==> config.mk <==
export PLATFORM = sky130hd
export DESIGN_NAME = axi_lite_cmd_master
export DESIGN_NICKNAME = d
export VERILOG_FILES = /design/src/rtl/axi_lite_pkg.sv /design/src/rtl/axi_lite_timeout.sv /design/src/rtl/axi_lite_cmd_master.sv
export SDC_FILE = /design/constraint.sdc
export NUM_CORES = 1
export LEC_CHECK = 0
export ABC_AREA = 1
export CAP_MARGIN = 20
export CORE_ASPECT_RATIO = 0.8
export CORE_UTILIZATION = 42
export DETAILED_ROUTE_END_ITERATION = 10
export PLACE_DENSITY = 0.82
export SETUP_SLACK_MARGIN = 0.3
export SLEW_MARGIN = 20
export SYNTH_ARGS = -nofsm -noshare
export SYNTH_HDL_FRONTEND = slang
export SYNTH_HIERARCHICAL = 1
export SYNTH_SLANG_ARGS = --single-unit
==> constraint.sdc <==
create_clock -name ACLK -period 2.1 [get_ports ACLK]
set_input_delay 0.63 -clock ACLK [delete_from_list [all_inputs] [get_ports ACLK]]
set_output_delay 0.63 -clock ACLK [all_outputs]
set_load 0.05 [all_outputs]
==> src/rtl/axi_lite_pkg.sv <==
`default_nettype none
// ============================================================================
// Module   : axi_lite_pkg
// Desc     : Shared FSM encoding, AXI response codes and PROT default for the
//            AXI4-Lite command master.
// Revision : 1.0 - initial release
// ============================================================================
package axi_lite_pkg;

    typedef logic [1:0] resp_t;

    localparam logic [2:0] c_ST_IDLE   = 3'd0;
    localparam logic [2:0] c_ST_WR_REQ = 3'd1;
    localparam logic [2:0] c_ST_WAIT_B = 3'd2;
    localparam logic [2:0] c_ST_RD_REQ = 3'd3;
    localparam logic [2:0] c_ST_WAIT_R = 3'd4;
    localparam logic [2:0] c_ST_RSP    = 3'd5;

    localparam resp_t c_RESP_OKAY   = 2'b00;
    localparam resp_t c_RESP_SLVERR = 2'b10;

    localparam logic [2:0] c_PROT_DEFAULT = 3'b000;

endpackage
`default_nettype wire

==> src/rtl/axi_lite_timeout.sv <==
`default_nettype none
// ============================================================================
// Module   : axi_lite_timeout
// Desc     : Response-wait counter; expired pulses on the TIMEOUT-th enabled
//            cycle after clear and the count then saturates.
// Revision : 1.0 - initial release
// ============================================================================
module axi_lite_timeout #(
    parameter int TIMEOUT = 256
) (
    input  logic clk,
    input  logic rst,
    input  logic clear,
    input  logic enable,
    output logic expired
);

    localparam logic [15:0] c_LIMIT = 16'(TIMEOUT - 1);

    logic [15:0] r_count;

    always_ff @(posedge clk) begin
        if (rst || clear) begin
            r_count <= '0;
        end else if (enable && !expired) begin
            r_count <= r_count + 16'd1;
        end
    end

    assign expired = enable && (r_count == c_LIMIT);

endmodule
`default_nettype wire

==> src/rtl/axi_lite_cmd_master.sv <==
`default_nettype none
// ============================================================================
// Module   : axi_lite_cmd_master
// Desc     : Converts single read/write commands into AXI4-Lite transactions
//            and returns one registered response per command, with timeout.
// Revision : 1.0 - initial release
// ============================================================================
module axi_lite_cmd_master
    import axi_lite_pkg::*;
#(
    parameter int         ADDR_W  = 32,
    parameter int         DATA_W  = 32,
    parameter int         TIMEOUT = 256,
    parameter logic [2:0] PROT    = c_PROT_DEFAULT
) (
    input  logic                  ACLK,
    input  logic                  ARESET,

    input  logic                  cmd_valid,
    output logic                  cmd_ready,
    input  logic                  cmd_write,
    input  logic [ADDR_W-1:0]     cmd_addr,
    input  logic [DATA_W-1:0]     cmd_wdata,
    input  logic [DATA_W/8-1:0]   cmd_wstrb,

    output logic                  rsp_valid,
    input  logic                  rsp_ready,
    output logic                  rsp_write,
    output logic [DATA_W-1:0]     rsp_rdata,
    output logic [1:0]            rsp_resp,
    output logic                  rsp_timeout,

    output logic [ADDR_W-1:0]     M_AXI_AWADDR,
    output logic [2:0]            M_AXI_AWPROT,
    output logic                  M_AXI_AWVALID,
    input  logic                  M_AXI_AWREADY,
    output logic [DATA_W-1:0]     M_AXI_WDATA,
    output logic [DATA_W/8-1:0]   M_AXI_WSTRB,
    output logic                  M_AXI_WVALID,
    input  logic                  M_AXI_WREADY,
    input  logic [1:0]            M_AXI_BRESP,
    input  logic                  M_AXI_BVALID,
    output logic                  M_AXI_BREADY,
    output logic [ADDR_W-1:0]     M_AXI_ARADDR,
    output logic [2:0]            M_AXI_ARPROT,
    output logic                  M_AXI_ARVALID,
    input  logic                  M_AXI_ARREADY,
    input  logic [DATA_W-1:0]     M_AXI_RDATA,
    input  logic [1:0]            M_AXI_RRESP,
    input  logic                  M_AXI_RVALID,
    output logic                  M_AXI_RREADY
);

    logic [2:0]          r_state;
    logic [ADDR_W-1:0]   r_addr;
    logic [DATA_W-1:0]   r_wdata;
    logic [DATA_W/8-1:0] r_wstrb;
    logic                r_awvalid;
    logic                r_wvalid;
    logic                r_bready;
    logic                r_arvalid;
    logic                r_rready;
    logic                r_rsp_valid;
    logic                r_rsp_write;
    logic [DATA_W-1:0]   r_rsp_rdata;
    resp_t               r_rsp_resp;
    logic                r_rsp_timeout;

    logic w_aw_hs;
    logic w_w_hs;
    logic w_b_hs;
    logic w_ar_hs;
    logic w_r_hs;
    logic w_aw_done;
    logic w_w_done;
    logic w_in_wait;
    logic w_expired;

    assign w_aw_hs   = r_awvalid & M_AXI_AWREADY;
    assign w_w_hs    = r_wvalid  & M_AXI_WREADY;
    assign w_b_hs    = r_bready  & M_AXI_BVALID;
    assign w_ar_hs   = r_arvalid & M_AXI_ARREADY;
    assign w_r_hs    = r_rready  & M_AXI_RVALID;
    // A channel is done if it already handshook earlier or does so on this edge.
    assign w_aw_done = w_aw_hs | ~r_awvalid;
    assign w_w_done  = w_w_hs  | ~r_wvalid;
    assign w_in_wait = (r_state == c_ST_WAIT_B) || (r_state == c_ST_WAIT_R);

    axi_lite_timeout #(
        .TIMEOUT (TIMEOUT)
    ) u_timeout (
        .clk     (ACLK),
        .rst     (ARESET),
        .clear   (~w_in_wait),
        .enable  (w_in_wait),
        .expired (w_expired)
    );

    always_ff @(posedge ACLK) begin
        if (ARESET) begin
            r_state       <= c_ST_IDLE;
            r_addr        <= '0;
            r_wdata       <= '0;
            r_wstrb       <= '0;
            r_awvalid     <= 1'b0;
            r_wvalid      <= 1'b0;
            r_bready      <= 1'b0;
            r_arvalid     <= 1'b0;
            r_rready      <= 1'b0;
            r_rsp_valid   <= 1'b0;
            r_rsp_write   <= 1'b0;
            r_rsp_rdata   <= '0;
            r_rsp_resp    <= c_RESP_OKAY;
            r_rsp_timeout <= 1'b0;
        end else begin
            case (r_state)
                c_ST_IDLE: begin
                    if (cmd_valid) begin
                        r_addr  <= cmd_addr;
                        r_wdata <= cmd_wdata;
                        r_wstrb <= cmd_wstrb;
                        if (cmd_write) begin
                            r_awvalid <= 1'b1;
                            r_wvalid  <= 1'b1;
                            r_state   <= c_ST_WR_REQ;
                        end else begin
                            r_arvalid <= 1'b1;
                            r_state   <= c_ST_RD_REQ;
                        end
                    end
                end

                c_ST_WR_REQ: begin
                    if (w_aw_hs) begin
                        r_awvalid <= 1'b0;
                    end
                    if (w_w_hs) begin
                        r_wvalid <= 1'b0;
                    end
                    if (w_aw_done && w_w_done) begin
                        r_bready <= 1'b1;
                        r_state  <= c_ST_WAIT_B;
                    end
                end

                c_ST_WAIT_B: begin
                    // A response on the expiry edge wins over the timeout.
                    if (w_b_hs) begin
                        r_bready      <= 1'b0;
                        r_rsp_valid   <= 1'b1;
                        r_rsp_write   <= 1'b1;
                        r_rsp_rdata   <= '0;
                        r_rsp_resp    <= M_AXI_BRESP;
                        r_rsp_timeout <= 1'b0;
                        r_state       <= c_ST_RSP;
                    end else if (w_expired) begin
                        r_bready      <= 1'b0;
                        r_rsp_valid   <= 1'b1;
                        r_rsp_write   <= 1'b1;
                        r_rsp_rdata   <= '0;
                        r_rsp_resp    <= c_RESP_SLVERR;
                        r_rsp_timeout <= 1'b1;
                        r_state       <= c_ST_RSP;
                    end
                end

                c_ST_RD_REQ: begin
                    if (w_ar_hs) begin
                        r_arvalid <= 1'b0;
                        r_rready  <= 1'b1;
                        r_state   <= c_ST_WAIT_R;
                    end
                end

                c_ST_WAIT_R: begin
                    if (w_r_hs) begin
                        r_rready      <= 1'b0;
                        r_rsp_valid   <= 1'b1;
                        r_rsp_write   <= 1'b0;
                        r_rsp_rdata   <= M_AXI_RDATA;
                        r_rsp_resp    <= M_AXI_RRESP;
                        r_rsp_timeout <= 1'b0;
                        r_state       <= c_ST_RSP;
                    end else if (w_expired) begin
                        r_rready      <= 1'b0;
                        r_rsp_valid   <= 1'b1;
                        r_rsp_write   <= 1'b0;
                        r_rsp_rdata   <= '0;
                        r_rsp_resp    <= c_RESP_SLVERR;
                        r_rsp_timeout <= 1'b1;
                        r_state       <= c_ST_RSP;
                    end
                end

                c_ST_RSP: begin
                    if (rsp_ready) begin
                        r_rsp_valid <= 1'b0;
                        r_state     <= c_ST_IDLE;
                    end
                end

                default: begin
                    r_state <= c_ST_IDLE;
                end
            endcase
        end
    end

    assign cmd_ready     = (r_state == c_ST_IDLE);

    assign rsp_valid     = r_rsp_valid;
    assign rsp_write     = r_rsp_write;
    assign rsp_rdata     = r_rsp_rdata;
    assign rsp_resp      = r_rsp_resp;
    assign rsp_timeout   = r_rsp_timeout;

    assign M_AXI_AWADDR  = r_addr;
    assign M_AXI_AWPROT  = PROT;
    assign M_AXI_AWVALID = r_awvalid;
    assign M_AXI_WDATA   = r_wdata;
    assign M_AXI_WSTRB   = r_wstrb;
    assign M_AXI_WVALID  = r_wvalid;
    assign M_AXI_BREADY  = r_bready;
    assign M_AXI_ARADDR  = r_addr;
    assign M_AXI_ARPROT  = PROT;
    assign M_AXI_ARVALID = r_arvalid;
    assign M_AXI_RREADY  = r_rready;

endmodule
`default_nettype wire
---- Word-level counts from Yosys, hierarchy flattened ----
Cells that the tools add are included.
word-level totals
  bits in registers ....................... 129
  bits of input ports ..................... 114
  output and inout port bits .............. 149
  logic and storage cells ................. 110
operators by class
  add/sub/neg operators ................... 1
  eq/ne operators ......................... 16
  muxes and demuxes ....................... 46
  bitwise operators ....................... 10
  reductions and logical operators ........ 22
operators by type and width
  operator                                                number
  2-to-1 mux 32 bit                                       3
  one-hot mux 32 bit (2 select lines)                     1
  2-to-1 mux 1 bit                                        21
  2-to-1 mux 3 bit                                        7
  one-hot mux 3 bit (6 select lines)                      1
  adder 16 x 1 -> 16 bit (second input constant)          1
  == test 16 x 8 -> 1 bit (second input constant)         1
  AND reduction 4 bit                                     4
  inequality test 2 bit (second input constant)           7
  one-hot mux 1 bit (2 select lines)                      7
  nonzero test 2 bit                                      5
  AND reduction 3 bit                                     3
  2-to-1 mux 2 bit                                        4
  == test 3 x 2 -> 1 bit (second input constant)          2
  == test 3 bit (second input constant)                   2
  inequality test 3 x 2 -> 1 bit (second input constant)  2
  AND 1 bit                                               5
  one-hot mux 2 bit (2 select lines)                      1
  AND reduction 2 bit                                     2
  == test 3 x 1 -> 1 bit (second input constant)          1
  logical AND 1 bit                                       3
  logical NOT 3 bit                                       1
  NOT 1 bit                                               3
  one-hot mux 1 bit (3 select lines)                      1
  other kinds (5)                                         7

---- Depth between registers and ports, before layout ----
  depth after elaboration ................. 6
  mapped depth ............................ 13
  gate-level depth less buffers ........... 13

---- Hierarchy ----
The synthesis kept the hierarchy.
modules (own cells, without submodules)
  module               instances  cells an instance  area an instance (µm²)
  axi_lite_cmd_master  1          657                4981.0
  axi_lite_timeout     1          141                947.2

---- Worst setup path before layout ----
Ideal clock, no wire load.
  kind .................................... register -> register
  start ................................... reg u_timeout.r_count[0]
  end ..................................... reg r_rsp_rdata[20], in the netlist rsp_rdata[20]
  library setup time ...................... 0.140 ns
  arrival time ............................ 1.857 ns
  required time ........................... 1.960 ns
  path slack .............................. 0.103 ns
  stages on the path, launching flop included .. 12
  path buffers ............................ 1
  cell sequence ........................... dfxtp_1 ha_1 nand3_2 nor2_4 nand2_2 nor3_1 inv_1 nand3_1 nand3_2 buf_6 nand2_1 a21oi_1
between the ends
  cells in the longest elaborated chain, start to end .. 5
  elaborated cells between the ends (all ways) .. 6
ends and longest elaborated chain
  item                                         RTL line                    text
  from (decl)                                  axi_lite_timeout.sv:20      logic [15:0] r_count;
  from (signal assigned)                       axi_lite_timeout.sv:26      r_count <= r_count + 16'd1;
  == test 16 x 8 -> 1 bit *                    axi_lite_timeout.sv:30      assign expired = enable && (r_count == c_LIMIT);
  logical AND 1 bit *                          axi_lite_timeout.sv:30
  net w_expired                                axi_lite_cmd_master.sv:77   logic w_expired;
  2-to-1 mux 32 bit *                          -
  2-to-1 mux 32 bit, on equally long branches  -
  one-hot mux 32 bit (2 select lines) *        -
  to (signal assigned)                         axi_lite_cmd_master.sv:112  r_rsp_rdata <= '0;
  to (signal assigned)                         axi_lite_cmd_master.sv:152  r_rsp_rdata <= '0;
  to (signal assigned)                         axi_lite_cmd_master.sv:160  r_rsp_rdata <= '0;
  to (decl)                                    axi_lite_cmd_master.sv:65   logic [DATA_W-1:0] r_rsp_rdata;
The timed path passes the listed nets; every way through them passes the cells marked *.
A chain may end at the register's enable or synchronous reset.

---- Worst setup path after layout ----
  start ................................... reg r_state[1]
  end ..................................... reg r_rsp_rdata[21], in the netlist rsp_rdata[21]
between the ends
  cells in the longest elaborated chain, start to end .. 6
  elaborated cells between the ends (all ways) .. 9
ends and longest elaborated chain
  item                                                     RTL line                    text
  from (decl)                                              axi_lite_cmd_master.sv:54   logic [2:0] r_state;
  from (signal assigned)                                   axi_lite_cmd_master.sv:101  r_state <= c_ST_IDLE;
  from (signal assigned)                                   axi_lite_cmd_master.sv:125  r_state <= c_ST_WR_REQ;
  from (signal assigned)                                   axi_lite_cmd_master.sv:128  r_state <= c_ST_RD_REQ;
  == test 3 x 2 -> 1 bit or == test 3 bit (tied branches)  axi_lite_cmd_master.sv:87   assign w_in_wait = (r_state == c_ST_WAIT_B) || (r_state == c_ST_WAIT_R);
  logical OR 1 bit *                                       axi_lite_cmd_master.sv:87
  net w_in_wait                                            axi_lite_cmd_master.sv:76   logic w_in_wait;
  logical AND 1 bit *                                      axi_lite_timeout.sv:30
  net w_expired                                            axi_lite_cmd_master.sv:77
  2-to-1 mux 32 bit *                                      -
  2-to-1 mux 32 bit, on equally long branches              -
  one-hot mux 32 bit (2 select lines) *                    axi_lite_cmd_master.sv:116  case (r_state)
Marked as above.

==> run summary <==
worst reg-to-reg path cell count: 12
Hold Slack: 461.7 ps
worst r2r dst: rsp_rdata[21]
most area-consuming cells after synthesis: dfxtp_1 44%, nand2_1 14%, a21oi_1 9.2%, nand3_1 7.4%, buf_4 5.2%
clock sinks: 129
synthesized cell area: 5928 sq um
Port Buf Inserts: 256
RSZ-0062 raised after global routing: yes
sequential area share after synthesis: 43.56%
Highest Clock Rate: 0.5425 GHz
Crit path required time: 2380 ps
Post-Syn Area per Cell: 7.429 sq um
Starting Density: 43.44%
Synth async-reset ratio: 0%
CTS tree: done
Setup Skew: 11.88 ps
Slew Limit Fails: 0
Yosys Warn Count: 6
Min-Delay Path Class: flip-flop to flip-flop
post-DR wirelength/cell: 14.33 um
Setup Crit Path Kind: flip-flop to flip-flop
Fill cells: 1,118
CTS Buf Count: 17
post-synth top area cell: dfxtp_1
top-area cell type share of the netlist area: 43.56%
number of global-route vias before repair: 5,462
minimum clock period: 1843 ps
FP Rows: 38
Max-cap violations: 0
CP Capture Type: flip-flop
most instantiated cells after synthesis: 225 x nand2_1, 129 x dfxtp_1, 109 x a21oi_1
final setup violation count: 0
number of flops mapped to enable cells by yosys: 0
DIE HEIGHT: 108.3 um
antenna-violating nets left: 0
Max IR drop VDD: 0.8283 mV
worst-skew pair later-pin latency: 410 ps
Cells after Synth: 798
Netlist cell types: 36
# IOs: 263
reg2reg start: r_state[1]
Cell Pwr Density: 1230 nW/um^2
status: finished, final reports clean
WP data arrival: 2130 ps
area of the multi-input gates: 2811 sq um
Total Power: 11.10 mW
drt total wl: 17,480 um
cell chain of the critical path: buf_6, nor2_4, nand2_4, nand2_8, nand2_8, nor3_4, inv_4, nand3_4, nand3_4, buf_12, nand2_1, a21oi_1
CTS Hold Bufs: 0
post-DP HPWL: 11,820 um
hold path cells: 2
Worst-path clk slew: 60 ps
gr usage total: 23.07%
drt first pass iters: 5
initial antenna violation count: 0
RD Place Congestion: 0.8394
H-tree depth: 4
period utilisation layout: 87.78%
CP Launch Point: r_state[1]
initial DRC count: 375
Hold Crit Start: M_AXI_WSTRB[1]
Die W: 134.8 um
FF+latch count, synth: 129
grt total ovfl: 0
total negative slack: 0 ps
global-route wire length before repair: 26,840 um
Crit-path slowest cell: dfxtp_4
drt drc: 0
Layout area overhead: 52.11%
total core area: 13,650 sq um
CTS Root Buffer Type: clkbuf_16
reg-to-reg slack, setup: 260 ps
main flop type after synthesis: dfxtp_1
FF+latch area: 2604 sq um
largest net degree at the start of global routing: 69
Worst Setup Start Kind: flip-flop
count leader, synth: nand2_1
Via Count: 6,039
slowest cell delay on critical path: 350 ps
Final Hold Viols: 0
layout cells sized above 1: 28.46%
die area: 14,600 sq um
Pleak: 3.775 nW
Worst Path Max Fanout: 6
final net count: 1,143
antenna cell count: 0
CP Capture Point: rsp_rdata[21]
Via-to-Cell Ratio: 4.950
clk buf depth: 2
-- what timing repair did --
action / CTS / global route
cloned: 0 / 3
gates resized for setup: 52 / 45
setup endpoints to repair: 49 / 91
pin swaps: 3 / 9
endpoints found under the hold margin: 0 / 0
setup buffers: 10 / 3
-- placed cells by master (no fill, tap or decap), types with 3 or more instances in the layout --
master	synthesis	layout
a21oi_1	109	101
a21oi_2	10	18
buf_12	0	6
buf_2	21	3
buf_4	41	153
buf_6	2	3
clkbuf_16	0	19
clkdlybuf4s15_2	0	11
clkdlybuf4s50_1	0	111
clkinv_4	0	5
clkinvlp_4	0	3
conb_1	1	6
dfxtp_1	129	120
dfxtp_2	0	5
dfxtp_4	0	4
inv_1	44	41
inv_2	4	6
nand2_1	225	211
nand2_2	3	13
nand2_4	4	7
nand3_1	88	85
nand3_2	14	13
nand3_4	0	4
nand4_1	3	3
nor2_1	42	42
nor2_4	8	8
o211ai_1	4	4
o21ai_0	3	3
o21bai_1	4	4
xor2_1	3	3
-- through the flow --
stage	util, %	cells	area [sq um]	worst slack [ps]
6_report	66.08	1220	9017	256.5
5_1_grt	66.08	1220	9017	151.1
4_1_cts	64.51	1214	8802	269.5
3_5_place_dp	59.26	1173	8087	81.42
3_3_place_gp	59.26	1173	8087	92.13
2_1_floorplan	-	803	5958	302.8
-- layout make-up --
class | instances | share of cell area (%)
clock buffers | 17 | 4.718
clock inverters | 14 | 1.776
inverters | 49 | 2.095
multi-input cells | 542 | 31.18
flip-flops and latches | 129 | 28.87
well taps | 180 | 2.498
repair buffers | 289 | 28.86
-- layer usage --
metal / GRT usage, % / wire [um] / vias to the layer above
met5: 0 / 0 / -
met3: 6.939 / 1240 / 19
li1: - / - / 3013
met2: 38.33 / 8659 / 222
met1: 28.80 / 7378 / 2785
met4: 6.902 / 203 / 0
-- critical path: cells and delay by family, from the launching register on --
| family | cells | cell delay, ps |
|---|---|---|
| and+or+nand+nor | 8 | 920 |
| buffers and inverters | 3 | 400 |
| DFF | 1 | 350 |
| AOI/OAI and AO/OA | 1 | 70 |
-- kinds of logic after synthesis --
kind of cell / synth area share (%)
simple gates: 30.88
compound gates: 12.47
buf+inv: 12.07
flops: 43.56
xor+xnor: 0.7388
fa+ha+maj: 0.2110
other cells: 0.06326
-- flip-flops by register name, indices dropped and copies added (netlist names) --
register           cells
M_AXI_ARADDR          32
r_state                3
M_AXI_RREADY           1
rsp_valid              1
M_AXI_BREADY           1
rsp_rdata             32
rsp_timeout            1
M_AXI_WSTRB            4
rsp_resp               2
M_AXI_AWVALID          1
M_AXI_WVALID           1
rsp_write              1
M_AXI_WDATA           32
M_AXI_ARVALID          1
u_timeout/r_count     16
-- where the power goes --
group          switching [mW]  total [mW]  internal [mW]
registers               0.251        3.05           2.79
logic                    3.43        5.15           1.72
clock network            1.14        2.90           1.76
-- how the worst min path moves through the flow --
| stage | end | slack (ps) |
|---|---|---|
| finish | M_AXI_WSTRB[1] | 460 |
| global route | M_AXI_WDATA[17] | 470 |
| CTS | rsp_valid | 460 |
| detailed placement | rsp_valid | 450 |
| global placement | rsp_valid | 440 |
| floorplan | u_timeout/r_count[15] | 480 |
Note: power is estimated with default switching activity, not from simulation.
